--- src/rtl/ps2_key_decoder.sv ---
// PS/2 keyboard receiver with glitch filter, frame check and make/break decoding
// for six tracked keys (D, A, E, Q, W, S); exposes both FSM states for observation.
module ps2_key_decoder #(
    parameter int TIMEOUT_CYC = 50000,
    parameter int FILTER_LEN  = 8
) (
    input  logic       clk,
    input  logic       rst,
    input  logic       ps2_clk,
    input  logic       ps2_data,
    output logic [5:0] key_held,
    output logic       key_pressed,
    output logic       key_released,
    output logic       frame_err,
    output logic [1:0] o_dbg_rx_state,
    output logic [1:0] o_dbg_dec_state
);
    localparam int              FW   = $clog2(FILTER_LEN) + 1;
    localparam logic [FW-1:0]   FLIM = FW'(FILTER_LEN - 1);
    localparam logic [15:0]     TO   = 16'(TIMEOUT_CYC);

    typedef enum logic [1:0] {RX_IDLE = 2'd0, RX_SHIFT = 2'd1, RX_CHECK = 2'd2} rx_state_t;
    typedef enum logic [1:0] {DEC_BASE = 2'd0, DEC_BRK = 2'd1, DEC_EXT = 2'd2, DEC_EXT_BRK = 2'd3} dec_state_t;

    logic [1:0]    r_clk_sync, r_data_sync;
    logic          r_filt;
    logic [FW-1:0] r_filt_cnt;
    logic [15:0]   r_idle_cnt;
    rx_state_t     r_rx_state, w_rx_next;
    logic [3:0]    r_bit_cnt;
    logic [9:0]    r_shift;
    logic          r_byte_valid;
    logic [7:0]    r_byte;
    logic          r_frame_err;
    dec_state_t    r_dec_state, w_dec_next;
    logic [5:0]    r_held, w_held_next, w_key;
    logic          r_pressed, r_released, w_press, w_rel;
    logic          w_clk_s, w_data_s, w_filt_accept, w_fall, w_timeout;
    logic          w_byte_ok, w_rx_err;

    assign w_clk_s  = r_clk_sync[1];
    assign w_data_s = r_data_sync[1];

    always_ff @(posedge clk or negedge rst) begin
        if (!rst) begin
            r_clk_sync  <= 2'b11;
            r_data_sync <= 2'b11;
        end else begin
            r_clk_sync  <= {r_clk_sync[0], ps2_clk};
            r_data_sync <= {r_data_sync[0], ps2_data};
        end
    end

    // A new level is taken on the FILTER_LEN-th consecutive differing sample.
    assign w_filt_accept = (w_clk_s != r_filt) && (r_filt_cnt == FLIM);
    assign w_fall        = w_filt_accept && !w_clk_s;
    assign w_timeout     = (r_idle_cnt >= TO) && !w_filt_accept;

    always_ff @(posedge clk or negedge rst) begin
        if (!rst) begin
            r_filt     <= 1'b1;
            r_filt_cnt <= '0;
            r_idle_cnt <= '0;
        end else begin
            if (w_clk_s == r_filt) begin
                r_filt_cnt <= '0;
            end else if (w_filt_accept) begin
                r_filt     <= w_clk_s;
                r_filt_cnt <= '0;
            end else begin
                r_filt_cnt <= r_filt_cnt + 1'b1;
            end
            if (w_filt_accept)
                r_idle_cnt <= '0;
            else if (r_idle_cnt != 16'hFFFF)
                r_idle_cnt <= r_idle_cnt + 16'd1;
        end
    end

    always_comb begin
        w_rx_next = r_rx_state;
        w_byte_ok = 1'b0;
        w_rx_err  = 1'b0;
        case (r_rx_state)
            RX_IDLE:  if (w_fall && !w_data_s) w_rx_next = RX_SHIFT;
            RX_SHIFT: begin
                if (w_fall && r_bit_cnt == 4'd9) begin
                    w_rx_next = RX_CHECK;
                end else if (w_timeout) begin
                    w_rx_next = RX_IDLE;
                    w_rx_err  = 1'b1;
                end
            end
            RX_CHECK: begin
                w_rx_next = RX_IDLE;
                // r_shift holds {stop, parity, data[7:0]}.
                if ((^r_shift[8:0]) && r_shift[9]) w_byte_ok = 1'b1;
                else                                w_rx_err  = 1'b1;
            end
            default:  w_rx_next = RX_IDLE;
        endcase
    end

    always_ff @(posedge clk or negedge rst) begin
        if (!rst) begin
            r_rx_state   <= RX_IDLE;
            r_bit_cnt    <= '0;
            r_shift      <= '0;
            r_byte_valid <= 1'b0;
            r_byte       <= '0;
            r_frame_err  <= 1'b0;
        end else begin
            r_rx_state <= w_rx_next;
            if (r_rx_state == RX_SHIFT && w_fall) begin
                r_shift   <= {w_data_s, r_shift[9:1]};
                r_bit_cnt <= r_bit_cnt + 4'd1;
            end else if (r_rx_state == RX_IDLE) begin
                r_bit_cnt <= '0;
            end
            r_byte_valid <= w_byte_ok;
            r_byte       <= r_shift[7:0];
            r_frame_err  <= w_rx_err;
        end
    end

    always_comb begin
        case (r_byte)
            8'h23:   w_key = 6'b000001;
            8'h1C:   w_key = 6'b000010;
            8'h24:   w_key = 6'b000100;
            8'h15:   w_key = 6'b001000;
            8'h1D:   w_key = 6'b010000;
            8'h1B:   w_key = 6'b100000;
            default: w_key = 6'b000000;
        endcase
    end

    always_comb begin
        w_dec_next  = r_dec_state;
        w_held_next = r_held;
        w_press     = 1'b0;
        w_rel       = 1'b0;
        if (r_byte_valid) begin
            case (r_dec_state)
                DEC_BASE: begin
                    if (r_byte == 8'hF0) begin
                        w_dec_next = DEC_BRK;
                    end else if (r_byte == 8'hE0) begin
                        w_dec_next = DEC_EXT;
                    end else if (|w_key) begin
                        w_press     = ~|(r_held & w_key);
                        w_held_next = r_held | w_key;
                    end
                end
                DEC_BRK: begin
                    w_dec_next  = DEC_BASE;
                    w_rel       = |(r_held & w_key);
                    w_held_next = r_held & ~w_key;
                end
                // Extended codes are consumed without touching tracked keys.
                DEC_EXT:     w_dec_next = (r_byte == 8'hF0) ? DEC_EXT_BRK : DEC_BASE;
                DEC_EXT_BRK: w_dec_next = DEC_BASE;
                default:     w_dec_next = DEC_BASE;
            endcase
        end
    end

    always_ff @(posedge clk or negedge rst) begin
        if (!rst) begin
            r_dec_state <= DEC_BASE;
            r_held      <= '0;
            r_pressed   <= 1'b0;
            r_released  <= 1'b0;
        end else begin
            r_dec_state <= w_dec_next;
            r_held      <= w_held_next;
            r_pressed   <= w_press;
            r_released  <= w_rel;
        end
    end

    assign key_held        = r_held;
    assign key_pressed     = r_pressed;
    assign key_released    = r_released;
    assign frame_err       = r_frame_err;
    assign o_dbg_rx_state  = r_rx_state;
    assign o_dbg_dec_state = r_dec_state;
endmodule
--- config.mk ---
export PLATFORM = sky130hd
export DESIGN_NAME = ps2_key_decoder
export DESIGN_NICKNAME = d
export VERILOG_FILES = /design/src/rtl/ps2_key_decoder.sv
export SDC_FILE = /design/constraint.sdc
export NUM_CORES = 1
export LEC_CHECK = 0
export BUFFER_PORTS_ARGS = -buffer_cell sky130_fd_sc_hd__buf_2
export CORE_UTILIZATION = 51
export DETAILED_ROUTE_END_ITERATION = 8
export PLACE_DENSITY = 0.71
export SYNTH_ARGS = -nofsm -noshare
export SYNTH_HDL_FRONTEND = slang
export SYNTH_SLANG_ARGS = --single-unit
--- constraint.sdc ---
create_clock -name clk -period 1.59 [get_ports clk]
set_input_delay 0.0795 -clock clk [delete_from_list [all_inputs] [get_ports clk]]
set_output_delay 0.0795 -clock clk [all_outputs]
set_load 0.01 [all_outputs]
# Word level (Yosys, flattened, before mapping)

Cells that the tools add are included.

Register bits: 61
Bits in latches: 0
Bits in writable memories: 0
ROM bits: 0
Output and inout bits: 13
Logic and storage cells: 104
Memories kept: 0

Add/sub/neg operators: 3
Multipliers: 0
Divide/modulo/power cells: 0
Magnitude comparators: 1
Eq/ne operators: 24
Shift operators: 0
Mux-type cells: 32
Bitwise logic cells: 5
Reduce and logical (&&, ||, !) cells: 24

Operators by type and width:

| cell                    | number |
|---|---|
| $pmux W6 S6             | 1 |
| $eq A8 B5 Y1 const B    | 4 |
| $mux W16                | 2 |
| $mux W6                 | 3 |
| $add A16 B1 Y16 const B | 1 |
| $eq A8 B6 Y1 const B    | 2 |
| $eq A8 B8 Y1 const B    | 2 |
| $ge A16 B16 Y1 const B  | 1 |
| $mux W4                 | 4 |
| $ne A16 B16 Y1 const B  | 1 |
| $and A6 B6 Y6           | 2 |
| $mux W1                 | 12 |
| $mux W2                 | 6 |
| $pmux W6 S2             | 1 |
| $reduce_or A6 Y1        | 2 |
| $reduce_xor A9 Y1       | 1 |
| $add A4 B1 Y4 const B   | 2 |
| $ne A2 B2 Y1 const B    | 4 |
| $logic_and A1 B1 Y1     | 7 |
| $eq A2 B2 Y1 const B    | 3 |
| $ne A3 B3 Y1 const B    | 2 |
| $not A6 Y6              | 1 |
| $or A6 B6 Y6            | 1 |
| $pmux W2 S3             | 1 |
| other kinds (14)        | 23 |

# Logic depth before layout (Yosys ltp)

Gate-level depths: netlist (run 1).

Depth after elaboration: 10
Depth in mapped cells: 7
Depth with buffers taken out: 6

# Worst setup path before layout (run 1)

OpenSTA, ideal clock, no wires.

Path type: reg-to-reg
Start: register r_byte[3]
End: register with a tool-made name
Arrival: 1586 ps
Path slack: -121 ps
Cell stages (with the launch flop): 5
Buffers on the path: 0
Clock period less this slack: 1711 ps
Cell sequence: dfrtp_1 -> nand2b_4 -> or4_4 -> nor4_1 -> mux2_2

RTL lines:

| element                | line | source |
|---|---|---|
| start, declared        | 33   | `logic [7:0] r_byte;` |
| start signal, assigned | 121  | `r_byte <= r_shift[7:0];` |

# Final worst setup path (run 1)

Start: register r_filt_cnt[1]
End: register r_shift[7]

Cells in the longest elaborated chain, start to end: 4

RTL lines:

| element                | line | source |
|---|---|---|
| start, declared        | 27   | `logic [FW-1:0] r_filt_cnt;` |
| start signal, assigned | 71   | `r_filt_cnt <= r_filt_cnt + 1'b1;` |
| $eq A4 B3 Y1           | 55   | `assign w_filt_accept = (w_clk_s != r_filt) && (r_filt_cnt == FLIM);` |
| $logic_and A1 B1 Y1    | 55   |  |
| $logic_and A1 B1 Y1    | 56   | `assign w_fall = w_filt_accept && !w_clk_s;` |
| $logic_and A1 B1 Y1    | 114  | `if (r_rx_state == RX_SHIFT && w_fall) begin` |
| end signal, assigned   | 115  | `r_shift <= {w_data_s, r_shift[9:1]};` |
| end, declared          | 31   | `logic [9:0] r_shift;` |

No other way between the ends.
A chain may end at the register's enable or synchronous reset.

==> results of run 1 <==
layer usage:
layer / vias to the layer above / track usage [%] / part of all wire, %
met5: - / 0 / 0
met3: 12 / 4.30 / 3.5
met2: 46 / 37.9 / 52
li1: 1109 / - / -
met4: 0 / 12.4 / 1.9
met1: 1158 / 29.8 / 43
per-stage QoR:
stage	cell area, sq um	utilization, %	instances	worst slack (ns)
after floorplan	3000	-	264	-0.0945
after global placement	3510	63.4	394	-0.0828
after CTS	3860	69.7	414	-0.106
after global routing	4160	75.0	423	-0.190
final	4160	75.0	423	-0.155
after detailed placement	3510	63.4	394	-0.114
logic make-up (layout without fill, tap and decap cells):
family	after synthesis	count (layout)	synth area share (%)
simple gates	100	100	19.4
fa+ha+maj	8	8	3.38
mux	19	19	7.06
flops	61	61	51.8
buf+inv	15	102	2.32
compound gates	43	43	10.2
xor+xnor	18	18	5.79
worst max-delay path, cell delays in order (launching register included):
cell	delay, ns
dfrtp_1	0.37
ha_2	0.20
and3b_2	0.25
buf_6	0.12
nand4b_4	0.18
clkbuf_16	0.21
mux2_4	0.29
repair_timing:
action | 4_1_cts | 5_1_grt
resized for setup | 19 | 47
buffers inserted | 1 | 10
endpoints found under the setup margin | 25 | 40
cloned | 0 | 1
hold endpoints to repair | 18 | 0
pin swaps | 7 | 14
hold buffers | 3 | 0
how the worst max path moves through the flow:
stage                              endpoint  slack, ns  cells past startpoint
after global routing             r_shift[6]      -0.19                      6
after CTS                 o_dbg_rx_state[1]      -0.11                      6
after detailed placement           register      -0.11                      5
after global placement             register      -0.08                      5
after floorplan                    register      -0.09                      4
final                            r_shift[7]      -0.15                      6
registers in the layout (all words and copies together) (netlist names), 2 cells and up, named ones only:
name             flops
r_shift             10
r_clk_sync           2
r_idle_cnt          16
o_dbg_rx_state       2
r_byte               8
r_filt_cnt           4
o_dbg_dec_state      2
r_data_sync          2
r_bit_cnt            4
synthesized netlist by cell type (all sizes together), types with 3 or more instances:
cell    count  area, sq um
mux2i       4         40.0
nand3      11         60.1
nor2       24         90.1
o21ai       9         45.0
nand2b      4         32.5
nor2b       4         25.0
xnor2      16          140
dfstp       5          131
mux2       15          169
dfrtp      56         1400
inv        10         37.5
buf         3         23.8
a211oi      5         37.5
or3         5         36.3
nand2      21         78.8
a21oi       8         40.0
nor3       11         71.3
nor4        4         31.3
ha          8          100
cell type report:
class	count	share of cell area [%]
clock buffers	12	3.73
well taps	72	2.17
multi-input cells	188	40.1
flip-flops and latches	61	36.9
inverters	10	0.903
repair buffers	76	14.5
clock inverters	4	1.69
where the power goes:
group	internal (W)	switching, W	total, W
clock network	0.000963	0.000585	0.00155
logic	0.000538	0.000564	0.00110
registers	0.00170	0.000143	0.00184
==> results.json, run 1 <==
{
  "max-slew-margin-rel_pct": 66.2,
  "n_antenna_cell": 0,
  "fin_hold_ws_ns": 0.245,
  "r2r-end": "r_shift[7]",
  "min_path_type": "in2async",
  "finalCritPeriodShare_pct": 110,
  "leakagePower_nw": 2.02,
  "final_nets": 358,
  "worstPathRequired_ns": 1.81,
  "numCtsBuffers": 9,
  "rr_startpoint": "r_filt_cnt[1]",
  "routedWlPerCell_um": 15.8,
  "syn_area_per_cell_sq_um": 11.2,
  "crit_fanout": 6,
  "syn_area_sq_mm": 0.00296,
  "grt_pass1_vias": 2390,
  "finalHoldViolCount": 0,
  "fin_tns_setup_ns": -1.69,
  "synth-seq-cells": 61,
  "placementRows": 27,
  "fin_total_pwr_w": 0.00449,
  "grt_pass1_wl_um": 11000,
  "cp_data_arrival_time_ns": 1.97,
  "die_area_sq_mm": 0.00611,
  "final.min_clock_period_ns": 1.74,
  "antenna_found_initial": 0,
  "timing.critical_path.from": "r_filt_cnt[1]",
  "p_per_area_mw_per_mm2": 1080,
  "synth_fp_nets": 276,
  "cts_tree": "done",
  "synth_ff_type": "dfrtp_1",
  "grt_max_degree": 41,
  "routed_wl_um": 6660,
  "ff2ff_setup_slack_ns": -0.15,
  "max_cap_viol_count": 0,
  "grt_usage_pct": 23.4,
  "fmax_mhz": 573,
  "die_x_um": 78.2,
  "regArea_sq_mm": 0.00153,
  "ys_async_sr_fraction_pct": 100,
  "firstDrtPassIters": 4,
  "drc_errors": 0,
  "worst_slew_pin_slew_ns": 0.507,
  "die_h_um": 78.2,
  "ys_warn_count": 0,
  "synth.distinct_cells": 62,
  "endpoint_kind": "register",
  "skew_ns": 0.00630,
  "setup_viol": 20,
  "ir_worst_vdd_mv": 0.750,
  "ctsHtreeMaxLevel": 3,
  "io_pins": 17,
  "drive_above_1_share_pct": 46.7,
  "synth_seq_area_share_pct": 51.8,
  "worstSetupStartpointType": "register",
  "vias": 2325,
  "reg2reg_depth": 6,
  "status": "finished with violations",
  "synth_cells": 264,
  "layout_common_cells": "dfrtp_1 (55), buf_4 (48), nor2_1 (23)",
  "area_growth_pct": 40.4,
  "routed_via_density": 5.50,
  "synth_edf_count": 0,
  "insertion_delay_ns": 0.34,
  "final_common_cell": "dfrtp_1",
  "violations": "negative setup slack",
  "core_sq_mm": 0.00554,
  "fill_cells": 370,
  "clkSinkCount": 61,
  "first_iter_violations": 112,
  "drv_slew": 0,
  "overflow": 0,
  "routabilityCongestion": 0.835,
  "io_buffers": 16,
  "multiInputGateArea_sq_mm": 0.00167,
  "place_hpwl_um": 4300,
  "ant_nets": 0,
  "rsz0062_at_grt": "yes",
  "path_class": "reg2reg",
  "cts_root_buf": "clkbuf_8",
  "clk_pin_slew_ns": 0.06,
  "start_util_pct": 53.4,
  "cts.path.max_buffers": 2,
  "setup_slack_ns": -0.155
}
Note: power is estimated with default switching activity, not from simulation.
==> inputs of run 2 (changes only) <==
--- a/config.mk
+++ b/config.mk
@@ -9,6 +9,7 @@
 export CORE_UTILIZATION = 51
 export DETAILED_ROUTE_END_ITERATION = 8
 export PLACE_DENSITY = 0.71
+export RECOVER_POWER = 25
 export SYNTH_ARGS = -nofsm -noshare
 export SYNTH_HDL_FRONTEND = slang
 export SYNTH_SLANG_ARGS = --single-unit
==> run 2 against run 1 <==
  * The run still ends with negative setup slack left
  * Sequential power about the same
  * Cell count stayed put
  * Fmax is essentially flat
  * Clock skew about the same
  * Clock power hardly changed
  * Via count fell by 0.73%
  * Critical path depth stayed put
  * Routed wire length is 0.26% lower
  * Non-clock buffer count is the same
  * Worst hold slack improved by 0.11 ns
  * Largest power group unchanged
==> results.json, run 2 (same netlist as run 1, synthesis figures left out) <==
{
  "area_growth_pct": 40.0,
  "fmax_mhz": 574,
  "routabilityCongestion": 0.835,
  "status": "finished with violations",
  "fill_cells": 373,
  "top_register": "r_idle_cnt",
  "leakagePower_nw": 2.01,
  "ff2ff_setup_slack_ns": -0.15,
  "cts_root_buf": "clkbuf_8",
  "endpoint_kind": "register",
  "combPwrFrac_pct": 24.6,
  "grt_max_degree": 41,
  "numCtsBuffers": 9,
  "crit_end": "r_shift[7]",
  "cp_data_arrival_time_ns": 1.96,
  "clkSinkCount": 61,
  "clk_pin_slew_ns": 0.07,
  "top_regs": "r_idle_cnt (16), r_shift (10), r_byte (8)",
  "ir_worst_vdd_mv": 0.752,
  "setup_viol": 20,
  "min_path_type": "reg2reg",
  "core_sq_mm": 0.00554,
  "grt_pass1_wl_um": 11000,
  "violations": "negative setup slack",
  "design_area_sq_mm": 0.00415,
  "io_pins": 17,
  "start_util_pct": 53.4,
  "largest_reg_flops": 16,
  "grt_usage_pct": 23.4,
  "worst_slew_pin_slew_ns": 1.23,
  "ant_nets": 0,
  "routed_via_density": 5.46,
  "skew_ns": 0.00591,
  "reg2reg_depth": 6,
  "max-slew-margin-rel_pct": 18.3,
  "routed_wl_um": 6650,
  "final_nets": 358,
  "rr_startpoint": "r_filt_cnt[1]",
  "vias": 2308,
  "drive_above_1_share_pct": 45.6,
  "finalCritPeriodShare_pct": 110,
  "switchingPower_w": 0.00129,
  "worstPathRequired_ns": 1.81,
  "firstDrtPassIters": 5,
  "layout_common_cells": "dfrtp_1 (55), buf_4 (45), nor2_1 (23)",
  "io_buffers": 16,
  "p_int_w": 0.00320,
  "final_common_cell": "dfrtp_1",
  "grt_util_met3_pct": 4.30,
  "switching_share_pct": 28.8,
  "worstSetupStartpointType": "register",
  "fin_hold_ws_ns": 0.352,
  "cts.path.max_buffers": 2,
  "met1_usage_pct": 29.8,
  "drv_slew": 0,
  "p_per_area_mw_per_mm2": 1080,
  "ctsHtreeMaxLevel": 3,
  "clkPwrFrac_pct": 34.4,
  "place_hpwl_um": 4300,
  "placementRows": 27,
  "overflow": 0,
  "max_cap_viol_count": 0,
  "final.min_clock_period_ns": 1.74,
  "die_h_um": 78.2,
  "routedWlPerCell_um": 15.7,
  "crit_fanout": 6,
  "fin_total_pwr_w": 0.00450,
  "setup_slack_ns": -0.154,
  "placed_area_sq_mm": 0.00351,
  "grt_use_met2_pct": 37.9,
  "rsz0062_at_grt": "yes",
  "hold_start": "r_clk_sync[0]",
  "die_area_sq_mm": 0.00611,
  "grt_pass1_vias": 2390,
  "n_antenna_cell": 0,
  "drc_errors": 0,
  "finalHoldViolCount": 0,
  "seqPwrFrac_pct": 41.0,
  "die_x_um": 78.2,
  "cts_tree": "done",
  "first_iter_violations": 107,
  "path_class": "reg2reg",
  "r2r-end": "r_shift[7]",
  "grt_busiest_layer": "met2",
  "insertion_delay_ns": 0.34,
  "antenna_found_initial": 0,
  "timing.critical_path.from": "r_filt_cnt[1]"
}
[run 2: cell types whose count changed in the layout (fill, tap and decap cells not counted), sizes merged]
cell    previous run  this run
clkbuf            13        17
buf               72        68
[run 2: metrics by stage]
stage               instances  setup WS, ns  TNS [ns]  util [%]
detailed placement        394        -0.114     -1.27      63.4
global placement          394       -0.0828    -0.526      63.4
CTS                       414        -0.106     -1.17      69.7
floorplan                 264       -0.0945    -0.123         -
global route              423        -0.190     -3.51      74.8
finish                    423        -0.154     -1.67      74.8
[run 2: layer usage]
layer / vias up / wire [um]
li1: 1106 / -
met1: 1146 / 2870
met2: 44 / 3420
met3: 12 / 222
met4: 0 / 125
met5: - / 0
[run 2: power groups by stage]
stage / Sequential, W / Combinational (W) / Clock, W
3_5_place_dp: 0.00184 / 0.000876 / 0
2_1_floorplan: 0.00186 / 0.000477 / 0
4_1_cts: 0.00183 / 0.000896 / 0.00158
5_1_grt: 0.00186 / 0.00123 / 0.00165
6_report: 0.00184 / 0.00110 / 0.00155
3_3_place_gp: 0.00182 / 0.000842 / 0
[run 2: worst min-delay path by stage]
stage	endpoint	slack, ns	depth (start not counted)
CTS	r_bit_cnt[0]	0.25	2
detailed placement	r_bit_cnt[0]	0.08	1
finish	r_clk_sync[1]	0.35	0
global placement	r_bit_cnt[0]	0.08	1
floorplan	async pin	-0.22	0
global route	r_clk_sync[1]	0.35	0
[run 2: what timing repair did]
item                                   4_1_cts  5_1_grt
setup endpoints to repair                   25       40
hold buffers                                 3        0
resized for setup                           19       47
setup buffers                                1       10
gates cloned                                 0        1
endpoints found under the hold margin       18        0
pin swaps                                    7       14
[run 2: layout make-up]
cell class	count	area (sq um)	area share, %
Clock buffer	12	155	3.74
Sequential cell	61	1530	37.0
Multi-Input combinational cell	188	1670	40.2
Tap cell	72	90.1	2.17
Timing Repair Buffer	76	591	14.2
Inverter	10	37.5	0.906
Clock inverter	4	70.1	1.69
[run 2: worst max-delay path: stages, from the launching register on]
cell       delay [ns]
dfrtp_1          0.37
ha_2             0.20
and3b_2          0.25
buf_6            0.12
nand4b_4         0.18
clkbuf_16        0.21
mux2_4           0.29
==> inputs of run 3 (changes only) <==
--- a/config.mk
+++ b/config.mk
@@ -5,6 +5,7 @@
 export SDC_FILE = /design/constraint.sdc
 export NUM_CORES = 1
 export LEC_CHECK = 0
+export ABC_AREA = 1
 export BUFFER_PORTS_ARGS = -buffer_cell sky130_fd_sc_hd__buf_2
 export CORE_UTILIZATION = 51
 export DETAILED_ROUTE_END_ITERATION = 8
==> run 3 against run 2 <==
  * The run now ends clean
  * Clock-buffer cell count stayed put
  * Cell count is 22% higher
  * Routed wire length is 6.7% lower
  * Worst setup slack better by 0.24 ns
  * Non-clock buffer count is 29 lower
  * Via count is 15% higher
  * Critical path depth is 2 higher
  * Utilization is 10 points lower
  * Sequential power hardly changed
  * Clock skew is 0.0017 ns higher
  * Area after synthesis is 6.3% higher
  * Total power is 4.6% lower
  * Critical path type unchanged
  * Critical endpoint is now r_idle_cnt[0]
  * Largest cell class is now sequential cells
  * Largest power group unchanged
==> results.json, run 3 <==
{
  "status": "complete, no violations",
  "cts.path.max_buffers": 2,
  "worstPathRequired_ns": 1.85,
  "fmax_mhz": 665,
  "grt_pass1_wl_um": 10400,
  "skew_ns": 0.00765,
  "synth_cells": 385,
  "area_growth_pct": 21.4,
  "ir_worst_vdd_mv": 0.763,
  "synth.most_common_cell": "nand2_1",
  "die_x_um": 80.5,
  "clk_pin_slew_ns": 0.07,
  "layout_common_cells": "nand2_1 (99), dfrtp_1 (56), inv_1 (47)",
  "routed_wl_um": 6200,
  "synth_commonest_cells": "nand2_1 (103), dfrtp_1 (56), inv_1 (48), nor2_1 (34), nand3_1 (32)",
  "vias": 2665,
  "setup_slack_ns": 0.0854,
  "clkSinkCount": 61,
  "die_area_sq_mm": 0.00649,
  "crit_fanout": 5,
  "grt_usage_pct": 21.0,
  "syn_area_sq_mm": 0.00315,
  "rr_startpoint": "r_idle_cnt[0]",
  "grt_pass1_vias": 2488,
  "final_nets": 450,
  "ctsHtreeMaxLevel": 3,
  "io_pins": 17,
  "n_antenna_cell": 0,
  "reg2reg_depth": 8,
  "antenna_found_initial": 0,
  "overflow": 0,
  "clkPwrFrac_pct": 32.6,
  "finalCritPeriodShare_pct": 94.6,
  "top_register": "r_idle_cnt",
  "top_regs": "r_idle_cnt (16), r_shift (10), r_byte (8)",
  "place_hpwl_um": 4360,
  "placementRows": 28,
  "ys_warn_count": 0,
  "synth_top_area_cell": "dfrtp_1",
  "routedWlPerCell_um": 12.0,
  "dp_slack_ns": 0.0118,
  "first_iter_violations": 144,
  "routed_via_density": 5.14,
  "max_cap_viol_count": 0,
  "final_common_cell": "nand2_1",
  "worst_slew_pin_slew_ns": 0.985,
  "cts_tree": "done",
  "p_int_w": 0.00299,
  "ff2ff_setup_slack_ns": 0.09,
  "drv_slew": 0,
  "core_sq_mm": 0.00592,
  "seqPwrFrac_pct": 43.2,
  "fill_cells": 479,
  "combPwrFrac_pct": 24.2,
  "routabilityCongestion": 0.863,
  "r2r-end": "r_idle_cnt[0]",
  "fin_tns_setup_ns": 0,
  "io_buffers": 16,
  "min_path_type": "reg2reg",
  "timing.critical_path.from": "r_idle_cnt[0]",
  "drc_errors": 0,
  "insertion_delay_ns": 0.34,
  "synth_seq_area_share_pct": 48.7,
  "max-slew-margin-rel_pct": 34.4,
  "leakagePower_nw": 1.95,
  "synth_edf_count": 0,
  "p_per_area_mw_per_mm2": 1120,
  "largest_reg_flops": 16,
  "synth_top_area_share_pct": 44.6,
  "die_h_um": 80.5,
  "firstDrtPassIters": 4,
  "grt_max_degree": 41,
  "worstSetupStartpointType": "register",
  "setup_viol": 0,
  "switchingPower_w": 0.00130,
  "cts_root_buf": "clkbuf_8",
  "final.min_clock_period_ns": 1.50,
  "cp_data_arrival_time_ns": 1.77,
  "rsz0062_at_grt": "yes",
  "ant_nets": 0,
  "endpoint_kind": "register",
  "start_util_pct": 53.1,
  "fin_total_pwr_w": 0.00429,
  "finalHoldViolCount": 0,
  "synth-seq-cells": 61,
  "switching_share_pct": 30.4,
  "synth.distinct_cells": 35,
  "synth_ff_type": "dfrtp_1",
  "yosys-top-cells-area": "dfrtp_1 (45%), nand2_1 (12%), inv_1 (5.7%)",
  "drive_above_1_share_pct": 22.6,
  "syn_area_per_cell_sq_um": 8.17,
  "numCtsBuffers": 9,
  "crit_end": "r_idle_cnt[0]",
  "path_class": "reg2reg",
  "synth_fp_nets": 397,
  "ys_async_sr_fraction_pct": 100
}
[run 3: cell count changes after synthesis, moves of 5 or more]
| cell | previous run | this run |
|---|---|---|
| inv_1 | 10 | 48 |
| o21ai_0 | 8 | 13 |
| nand2_1 | 21 | 103 |
| mux2_2 | 15 | 0 |
| a211oi_1 | 5 | 0 |
| o21ai_1 | 1 | 10 |
| nand3_1 | 10 | 32 |
| nand2_2 | 0 | 6 |
| nand4_1 | 1 | 14 |
| nor2_1 | 24 | 34 |
| xnor2_1 | 16 | 5 |
[run 3: final cells by class]
type,instances,area (sq um),area share (%)
well taps,75,93.8,2.46
clock inverters,4,47.5,1.25
repair inverters,1,7.51,0.197
inverters,50,194,5.08
clock buffers,12,155,4.06
flip-flops and latches,61,1530,40.1
repair buffers,47,334,8.75
multi-input cells,268,1450,38.1
[run 3: through the flow]
| stage | std cells | area [sq um] | hold WS (ns) | utilization [%] |
|---|---|---|---|---|
| final | 518 | 3820 | 0.353 | 64.5 |
| after global routing | 518 | 3820 | 0.356 | 64.5 |
| after CTS | 511 | 3710 | 0.252 | 62.7 |
| after detailed placement | 490 | 3460 | 0.0707 | 58.4 |
| after global placement | 490 | 3460 | 0.0701 | 58.4 |
| after floorplan | 385 | 3150 | -0.216 | - |
[run 3: what timing repair did]
item / CTS / global route
resized for setup: 2 / 21
endpoints found under the setup margin: 2 / 30
hold buffers: 3 / 0
buffers inserted: 2 / 6
pin swaps: 1 / 5
cloned: 0 / 1
endpoints found under the hold margin: 63 / 0
[run 3: critical path, cell delays in order (launching register included)]
cell     delay [ns]
dfrtp_1        0.40
ha_4           0.16
nand2_2        0.07
nor3_4         0.15
nand2_2        0.11
nor2_4         0.16
nand2_4        0.09
buf_4          0.14
a21oi_1        0.15
[run 3: cell families (layout without fill, tap and decap cells)]
family	count (synthesis)	count (layout)	synth area share, %
AND/OR/NAND/NOR	211	211	30.8
flip-flops	61	61	48.7
buffers and inverters	56	114	7.60
AO/OA/AOI/OAI	39	39	6.64
XOR/XNOR	10	10	3.02
adder cells (fa/ha/maj)	8	8	3.18
[run 3: power groups by stage]
stage          combinational, W  clock (W)  sequential (W)
2_1_floorplan          0.000557          0         0.00189
3_3_place_gp           0.000912          0         0.00186
3_5_place_dp           0.000932          0         0.00187
4_1_cts                0.000948    0.00143         0.00185
5_1_grt                 0.00119    0.00150         0.00187
6_report                0.00104    0.00140         0.00185
[run 3: how the worst min path moves through the flow]
stage                        startpoint                 end  slack [ns]  depth (start not counted)
final                     r_clk_sync[0]       r_clk_sync[1]        0.35                          0
after CTS                           rst         key_pressed        0.25                          3
after floorplan                     rst           async pin       -0.22                          0
after global routing      r_clk_sync[0]       r_clk_sync[1]        0.36                          0
after global placement              rst  o_dbg_dec_state[1]        0.07                          2
after detailed placement            rst  o_dbg_dec_state[1]        0.07                          2
[run 3: layer usage]
| metal | wire, um | GRT usage (%) | up-vias |
|---|---|---|---|
| met5 | 0 | 0 | - |
| met4 | 72 | 10.5 | 0 |
| met3 | 304 | 4.55 | 9 |
| met2 | 2950 | 33.7 | 58 |
| met1 | 2870 | 26.4 | 1251 |
| li1 | - | - | 1347 |
